`src/rtl/mips_pipe_pkg.sv`:
```
// Shared encodings for the MIPS pipeline memory/write-back slice.
package mips_pipe_pkg;

    // Write-back source select (2'b11 is treated as ALU)
    localparam logic [1:0] MTR_ALU = 2'b00;
    localparam logic [1:0] MTR_MEM = 2'b01;
    localparam logic [1:0] MTR_PC4 = 2'b10;

    localparam logic [4:0] REG_ZERO = 5'd0;

    // Data-memory handshake states
    typedef enum logic {
        IDLE = 1'b0,
        WAIT = 1'b1
    } mem_state_t;

endpackage

```
`src/rtl/mem_access_fsm.sv`:
```
// Data-memory wait-state FSM: tracks an outstanding access, raises the
// pipeline stall while memory is not ready and counts stalled cycles.
module mem_access_fsm
    import mips_pipe_pkg::*;
#(
    parameter int STALL_CNT_W = 16
) (
    input  logic                   clk,
    input  logic                   reset,
    input  logic                   mem_req,
    input  logic                   mem_ready,
    output logic                   mem_stall,
    output logic [STALL_CNT_W-1:0] stall_cnt
);

    localparam logic [STALL_CNT_W-1:0] CNT_ONE = {{(STALL_CNT_W-1){1'b0}}, 1'b1};

    mem_state_t state;
    mem_state_t state_next;

    // Stall is combinational so PC, IF/ID and ID/EX freeze in the same cycle.
    assign mem_stall = mem_req & ~mem_ready;

    // State register.
    always_ff @(posedge clk or posedge reset) begin
        // NOTE: sequential state uses non-blocking assignments so every
        // register samples the pre-edge value regardless of block order.
        if (reset) begin
            state <= IDLE;
        end else begin
            state <= state_next;
        end
    end

    // Next-state logic: a same-cycle Ready in IDLE is a zero-wait access.
    always_comb begin
        // NOTE: default assigned first so no path leaves state_next
        // unassigned, which would otherwise infer a latch.
        state_next = state;
        case (state)
            IDLE:    if (mem_req && !mem_ready) state_next = WAIT;
            WAIT:    if (mem_ready || !mem_req) state_next = IDLE;
            default: state_next = IDLE;
        endcase
    end

    // Saturating count of stalled cycles.
    always_ff @(posedge clk or posedge reset) begin
        if (reset) begin
            stall_cnt <= '0;
        end else if (mem_stall && (stall_cnt != '1)) begin
            stall_cnt <= stall_cnt + CNT_ONE;
        end
    end

endmodule

```
`src/rtl/ex_mem_wb_stage.sv`:
```
// EX/MEM and MEM/WB pipeline registers with the data-memory port and
// write-back mux. Stalls upstream while memory is busy and feeds bubbles
// into write-back during the wait.
module ex_mem_wb_stage
    import mips_pipe_pkg::*;
#(
    parameter int DATA_W      = 32,
    parameter int STALL_CNT_W = 16
) (
    input  logic                   clk,
    input  logic                   reset,
    input  logic                   EX_RegWr,
    input  logic [4:0]             EX_RegDst,
    input  logic                   EX_MemRd,
    input  logic                   EX_MemWr,
    input  logic [1:0]             EX_MemToReg,
    input  logic [DATA_W-1:0]      EX_ALUOut,
    input  logic [DATA_W-1:0]      EX_StoreData,
    input  logic [DATA_W-1:0]      EX_PC_plus4,
    input  logic                   EX_Flush,
    output logic                   Mem_Req,
    output logic                   Mem_We,
    output logic [DATA_W-1:0]      Mem_Addr,
    output logic [DATA_W-1:0]      Mem_WData,
    input  logic [DATA_W-1:0]      Mem_RData,
    input  logic                   Mem_Ready,
    output logic                   Mem_Stall,
    output logic                   EX_MEM_RegWr,
    output logic [4:0]             EX_MEM_RegDst,
    output logic [DATA_W-1:0]      EX_MEM_ALUOut,
    output logic                   MEM_WB_RegWr,
    output logic [4:0]             MEM_WB_RegDst,
    output logic [DATA_W-1:0]      MEM_WB_WrData,
    output logic [STALL_CNT_W-1:0] Stall_Cnt
);

    // EX/MEM fields not exported as ports
    logic              em_mem_rd;
    logic              em_mem_wr;
    logic [1:0]        em_mem_to_reg;
    logic [DATA_W-1:0] em_store_data;
    logic [DATA_W-1:0] em_pc_plus4;
    logic [DATA_W-1:0] wb_data;

    // Memory port driven straight from EX/MEM, so it stays stable while held
    // and drops asynchronously with reset.
    assign Mem_Req   = em_mem_rd | em_mem_wr;
    assign Mem_We    = em_mem_wr;
    assign Mem_Addr  = EX_MEM_ALUOut;
    assign Mem_WData = em_store_data;

    mem_access_fsm #(
        .STALL_CNT_W (STALL_CNT_W)
    ) u_fsm (
        .clk       (clk),
        .reset     (reset),
        .mem_req   (Mem_Req),
        .mem_ready (Mem_Ready),
        .mem_stall (Mem_Stall),
        .stall_cnt (Stall_Cnt)
    );

    // EX/MEM register: holds while stalled; a flush captures a bubble.
    always_ff @(posedge clk or posedge reset) begin
        if (reset) begin
            EX_MEM_RegWr  <= 1'b0;
            EX_MEM_RegDst <= REG_ZERO;
            EX_MEM_ALUOut <= '0;
            em_mem_rd     <= 1'b0;
            em_mem_wr     <= 1'b0;
            em_mem_to_reg <= MTR_ALU;
            em_store_data <= '0;
            em_pc_plus4   <= '0;
        end else if (!Mem_Stall) begin
            EX_MEM_RegWr  <= EX_RegWr & ~EX_Flush;
            EX_MEM_RegDst <= EX_RegDst;
            EX_MEM_ALUOut <= EX_ALUOut;
            em_mem_rd     <= EX_MemRd & ~EX_Flush;
            em_mem_wr     <= EX_MemWr & ~EX_Flush;
            em_mem_to_reg <= EX_MemToReg;
            em_store_data <= EX_StoreData;
            em_pc_plus4   <= EX_PC_plus4;
        end
    end

    // Write-back source select.
    always_comb begin
        wb_data = EX_MEM_ALUOut;
        case (em_mem_to_reg)
            MTR_ALU: wb_data = EX_MEM_ALUOut;
            MTR_MEM: wb_data = Mem_RData;
            MTR_PC4: wb_data = em_pc_plus4;
            default: wb_data = EX_MEM_ALUOut;
        endcase
    end

    // MEM/WB register: loads every cycle, a bubble while memory stalls.
    always_ff @(posedge clk or posedge reset) begin
        if (reset) begin
            MEM_WB_RegWr  <= 1'b0;
            MEM_WB_RegDst <= REG_ZERO;
            MEM_WB_WrData <= '0;
        end else if (Mem_Stall) begin
            MEM_WB_RegWr  <= 1'b0;
            MEM_WB_RegDst <= REG_ZERO;
            MEM_WB_WrData <= '0;
        end else begin
            MEM_WB_RegWr  <= EX_MEM_RegWr;
            MEM_WB_RegDst <= EX_MEM_RegDst;
            MEM_WB_WrData <= wb_data;
        end
    end

endmodule

```
`config.mk`:
```
export PLATFORM = sky130hd
export DESIGN_NAME = ex_mem_wb_stage
export DESIGN_NICKNAME = d
export VERILOG_FILES = /design/src/rtl/mips_pipe_pkg.sv /design/src/rtl/mem_access_fsm.sv /design/src/rtl/ex_mem_wb_stage.sv
export SDC_FILE = /design/constraint.sdc
export NUM_CORES = 1
export LEC_CHECK = 0
export ABC_AREA = 1
export CAP_MARGIN = 15
export CORE_MARGIN = 5
export CORE_UTILIZATION = 55
export CTS_BUF_LIST = sky130_fd_sc_hd__clkbuf_4 sky130_fd_sc_hd__clkbuf_8
export CTS_CLUSTER_DIAMETER = 100
export DETAILED_ROUTE_END_ITERATION = 8
export DONT_BUFFER_PORTS = 1
export PLACE_DENSITY = 0.8
export SKIP_LAST_GASP = 1
export SYNTH_ARGS = -nofsm -noshare
export SYNTH_HDL_FRONTEND = slang
export SYNTH_HIERARCHICAL = 1
export SYNTH_SLANG_ARGS = --single-unit
```
`constraint.sdc`:
```
create_clock -name clk -period 4.7 [get_ports clk]
set_input_delay 0.47 -clock clk [delete_from_list [all_inputs] [get_ports clk]]
set_output_delay 0.47 -clock clk [all_outputs]
set_load 0.01 [all_outputs]
```
### Word level (Yosys, flattened, before mapping)

Cells that the tools add are included.

* multiplexer cells: 4
* equality and inequality tests: 3
* reduce and logical (&&, ||, !) cells: 1
* $add $sub $neg: 1
* bitwise gates (word level): 7

Operators with widths (count)
* 32-bit case mux with 2 select lines: 1
* 32-bit 2-to-1 mux: 1
* 16-bit by 1-bit adder with 16-bit output, second input constant: 1
* 16-bit inequality test, second input constant: 1
* 5-bit 2-to-1 mux: 1
* 1-bit AND: 4
* 2-bit by 1-bit == test with 1-bit output, second input constant: 1
* 2-bit == test, second input constant: 1
* 1-bit NOT: 2
* 1-bit logical AND: 1
* 1-bit 2-to-1 mux: 1
* 1-bit OR: 1

* output and inout bits: 159
* flip-flop bits (word level): 160

### Depth between registers and ports, before layout

* depth after elaboration: 3
* mapped depth: 10
* depth with buffers taken out: 10

### Modules after synthesis

The synthesis kept the hierarchy.

Modules (own cells, without submodules)
* ex_mem_wb_stage: cells each 770, instances 1, area an instance 6252.2 um2, sequential area each 3603.5 um2
* mem_access_fsm: cells each 148, instances 1, area an instance 1063.5 um2, sequential area each 400.4 um2

### Least setup slack after synthesis

Ideal clock, no wire load.

* path type: reg2reg
* from: register em_mem_wr (netlist: Mem_We)
* to: register EX_MEM_ALUOut[21]
* data arrival time: 1.493 ns
* setup slack: 3.091 ns
* period minus slack after synthesis: 1.609 ns
* buffers on the path: 3
* library setup time: 0.116 ns
* cell stages (with the launch flop): 10
* required time: 4.584 ns
* cell sequence: dfrtp_1 -> inv_1 -> nand2_1 -> nand2_1 -> inv_1 -> buf_4 -> buf_6 -> buf_2 -> nand2_1 -> nand2_1

* word-level cells in the longest chain between the ends: 2

RTL lines
* start: declaration: line ex_mem_wb_stage.sv:39 `logic em_mem_wr;`
* start signal: assignment: line ex_mem_wb_stage.sv:79 `em_mem_wr <= EX_MemWr & ~EX_Flush;`
* 1-bit OR: line ex_mem_wb_stage.sv:47 `assign Mem_Req = em_mem_rd | em_mem_wr;`
* via Mem_Req: line ex_mem_wb_stage.sv:21 `output logic Mem_Req,`
* 1-bit AND: line mem_access_fsm.sv:22 `assign mem_stall = mem_req & ~mem_ready;`
* via Mem_Stall: line ex_mem_wb_stage.sv:27 `output logic Mem_Stall,`
* end signal: assignment: line ex_mem_wb_stage.sv:77 `EX_MEM_ALUOut <= EX_ALUOut;`
* end: declaration: line ex_mem_wb_stage.sv:30 `output logic [DATA_W-1:0] EX_MEM_ALUOut,`

The timed path passes the listed nets, and every way through them passes these cells.
A chain may end at the register's enable or synchronous reset.

### Final worst setup path

* from: register em_mem_wr (netlist: Mem_We)
* to: output port Mem_Stall

* word-level cells in the longest chain between the ends: 2

RTL lines (line)
* 1-bit OR: ex_mem_wb_stage.sv:47
* via Mem_Req: ex_mem_wb_stage.sv:21
* 1-bit AND: mem_access_fsm.sv:22
* end: declaration: ex_mem_wb_stage.sv:27

The timed path passes the listed nets, and every way through them passes these cells.

==> metrics <==
Mapped Area=7320 sq um; Worst-Margin Slew=1080 ps; Syn Inst Count=918; Final Critical Period=3070 ps; Arr. time, crit path=2600 ps; DRT iter0 DRCs=459; peak supply drop=279 uV; CTS tree=built; DR WL/cell=16.7 um; post-synthesis register bit count=160; Leak=4.14 nW; worst-path cell chain=inv_1, nand2_1, nand2_1, clkinv_2, buf_4; first-pass iteration count of the detailed router=5; synthesized area per cell=7.97 sq um; fmax=326 MHz; Via density=5.16; # H-tree levels=4; critical path peak fanout=60; Post-synth EDFFs=0; crit-path max cell delay=620 ps; R2R depth=7; Top Usage Layer GRT=met2; ant diodes=0; # Max-Cap Violations=0; post-route ant nets=0; Most Frequent Cell on Critical Path=nand2_1; Area Overhead vs Synth=2.33%; Die Width=125 um; Inst Count DP=1026; hold_ws=81.3 ps; Setup CP Type=reg -> out; GRT overflow=0; CTS sink count=160; Initial Utilization=55.7%; M3 GR Usage=7.21%; Synth Net Count=1063; Unique masters post-synth=27; Synth Warn #=6; buffer depth of the longest clock path=2; post-CTS sizing=0; Die H=125 um; Critical Path End Type=primary output; Cell Count, Final, Fillers Out=1059; status=completed; Port Buffers=0; endpoints failing setup=0; Clock transition at path regs=90 ps; RSZ-0062 raised after global routing=false; share of layout cells above drive strength 1=6.34%; met2 Use GR=38.6%; Clock Skew=15.4 ps; Worst Path Required=4230 ps; initial antenna violation count=0; IO Pins=301; PnR Total Power=3.43 mW; CTS root buffer=clkbuf_8; DRC viols=0; fin util=57.0%; DRT Wirelength=17700 um; Site Rows=42; sequential-to-total area share from yosys stat=54.7%; largest net degree at the start of global routing=146; worst skew pair latency=450 ps; GP Congestion=0.869; Synth async-reset ratio=100%; Core Footprint=13100 sq um; slowest cell on the critical path=clkinv_2; Final Hold Viols=0; met1 Use GR=27.6%; power density cells=458 nW/um^2; startpoint types=register; final net count=1015; first-pass GRT wire length=28600 um; DP Wirelength=11900 um; gr usage total=22.8%; DR vias=5469; Die Footprint=15700 sq um; Hold Path Class=in -> async; CTS Buf Count=17; final worst-path cycle share=65.3%; vias in the first global route=5441; ys flop type=dfrtp_1; Slew HR=28.0%; fin. max-slew vios=0; setup_tns=0 ps
==> cell families (layout without fill, tap and decap cells) <==
logic type,after synthesis,in the layout,share of synthesized area [%]
DFF,160,160,54.7
adders and majority gates,3,3,0.513
xor gates and xnor gates,4,4,0.479
and+or+nand+nor,560,560,30.0
buffers and inverters,135,100,10.2
AOI/OAI and AO/OA,56,56,4.07
==> per-layer routing <==
metal  up-vias  part of all wire [%]
met1      2529                    40
met4         0                   1.9
met3        26                   8.7
met5         -                     0
li1       2633                     -
met2       281                    50
==> timing repair <==
item | 4_1_cts | 5_1_grt
setup endpoints to repair | 0 | 0
hold endpoints to repair | 16 | 0
hold buffers | 1 | 0
setup buffers | 0 | 0
==> Yosys cell counts, types with 2 or more instances <==
| cell | number | area (sq um) |
|---|---|---|
| nand3b_1 | 2 | 15.0 |
| nand2_1 | 444 | 1670 |
| nand3_1 | 10 | 50.1 |
| buf_4 | 37 | 278 |
| nand2_2 | 3 | 18.8 |
| inv_1 | 59 | 221 |
| nand2_4 | 2 | 22.5 |
| nor2_1 | 89 | 334 |
| nand4_1 | 5 | 31.3 |
| o21ai_2 | 4 | 35.0 |
| xor2_1 | 3 | 26.3 |
| nor2_4 | 3 | 33.8 |
| buf_2 | 25 | 125 |
| o21ai_0 | 43 | 215 |
| o21ai_1 | 7 | 35.0 |
| ha_1 | 3 | 37.5 |
| buf_6 | 8 | 90.1 |
| inv_2 | 3 | 11.3 |
| dfrtp_1 | 160 | 4000 |
==> area by class of cell <==
type                    count  area [sq um]
flip-flops and latches    160          4000
multi-input cells         623          2570
inverters                  63           248
clock buffers              23           298
clock inverters             9           108
fillers                  1186          5650
well taps                 176           220
repair buffers              5          40.0
==> through the flow <==
step | instance area (sq um) | setup WS (ps)
finish | 7490 | 1630
global route | 7490 | 1300
CTS | 7490 | 1580
detailed placement | 7070 | 1720
global placement | 7070 | 1760
floorplan | 7320 | 364
==> worst max-delay path, delay by kind of cell, from the launching register on <==
kind | cells | cell delay (ps)
buf+inv | 3 | 1270
simple gates | 2 | 430
flops | 1 | 420
==> placed cells by master, fill, tap and decap left out, types with 3 or more instances in the layout <==
cell / instances
ha_1: 3
nand2_2: 3
o21ai_0: 43
dfrtp_1: 160
clkbuf_4: 3
nand4_1: 5
nor2_4: 3
clkinv_2: 4
clkbuf_8: 20
o21ai_1: 7
xor2_1: 3
nor2_1: 89
nand2_1: 444
inv_1: 57
buf_4: 4
inv_2: 3
o21ai_2: 4
nand3_1: 10
==> path summary, 6_finish.rpt <==
path	endpoint	slack, ps	start
max	Mem_Stall	1630	Mem_We
min	Mem_WData[30]	80	reset
max reg2reg	MEM_WB_WrData[1]	1650	Mem_We
min reg2reg	em_pc_plus4[5]	480	em_pc_plus4[5]
max in group asynchronous	EX_MEM_ALUOut[31]	3520	reset
min in group clk	Mem_WData[30]	130	EX_StoreData[30]
==> power breakdown <==
group / total (mW) / switching (mW) / internal, mW
Clock: 1.02 / 0.491 / 0.531
Sequential: 1.89 / 0.300 / 1.59
Combinational: 0.514 / 0.352 / 0.162
(Power assumes the default switching activity.)
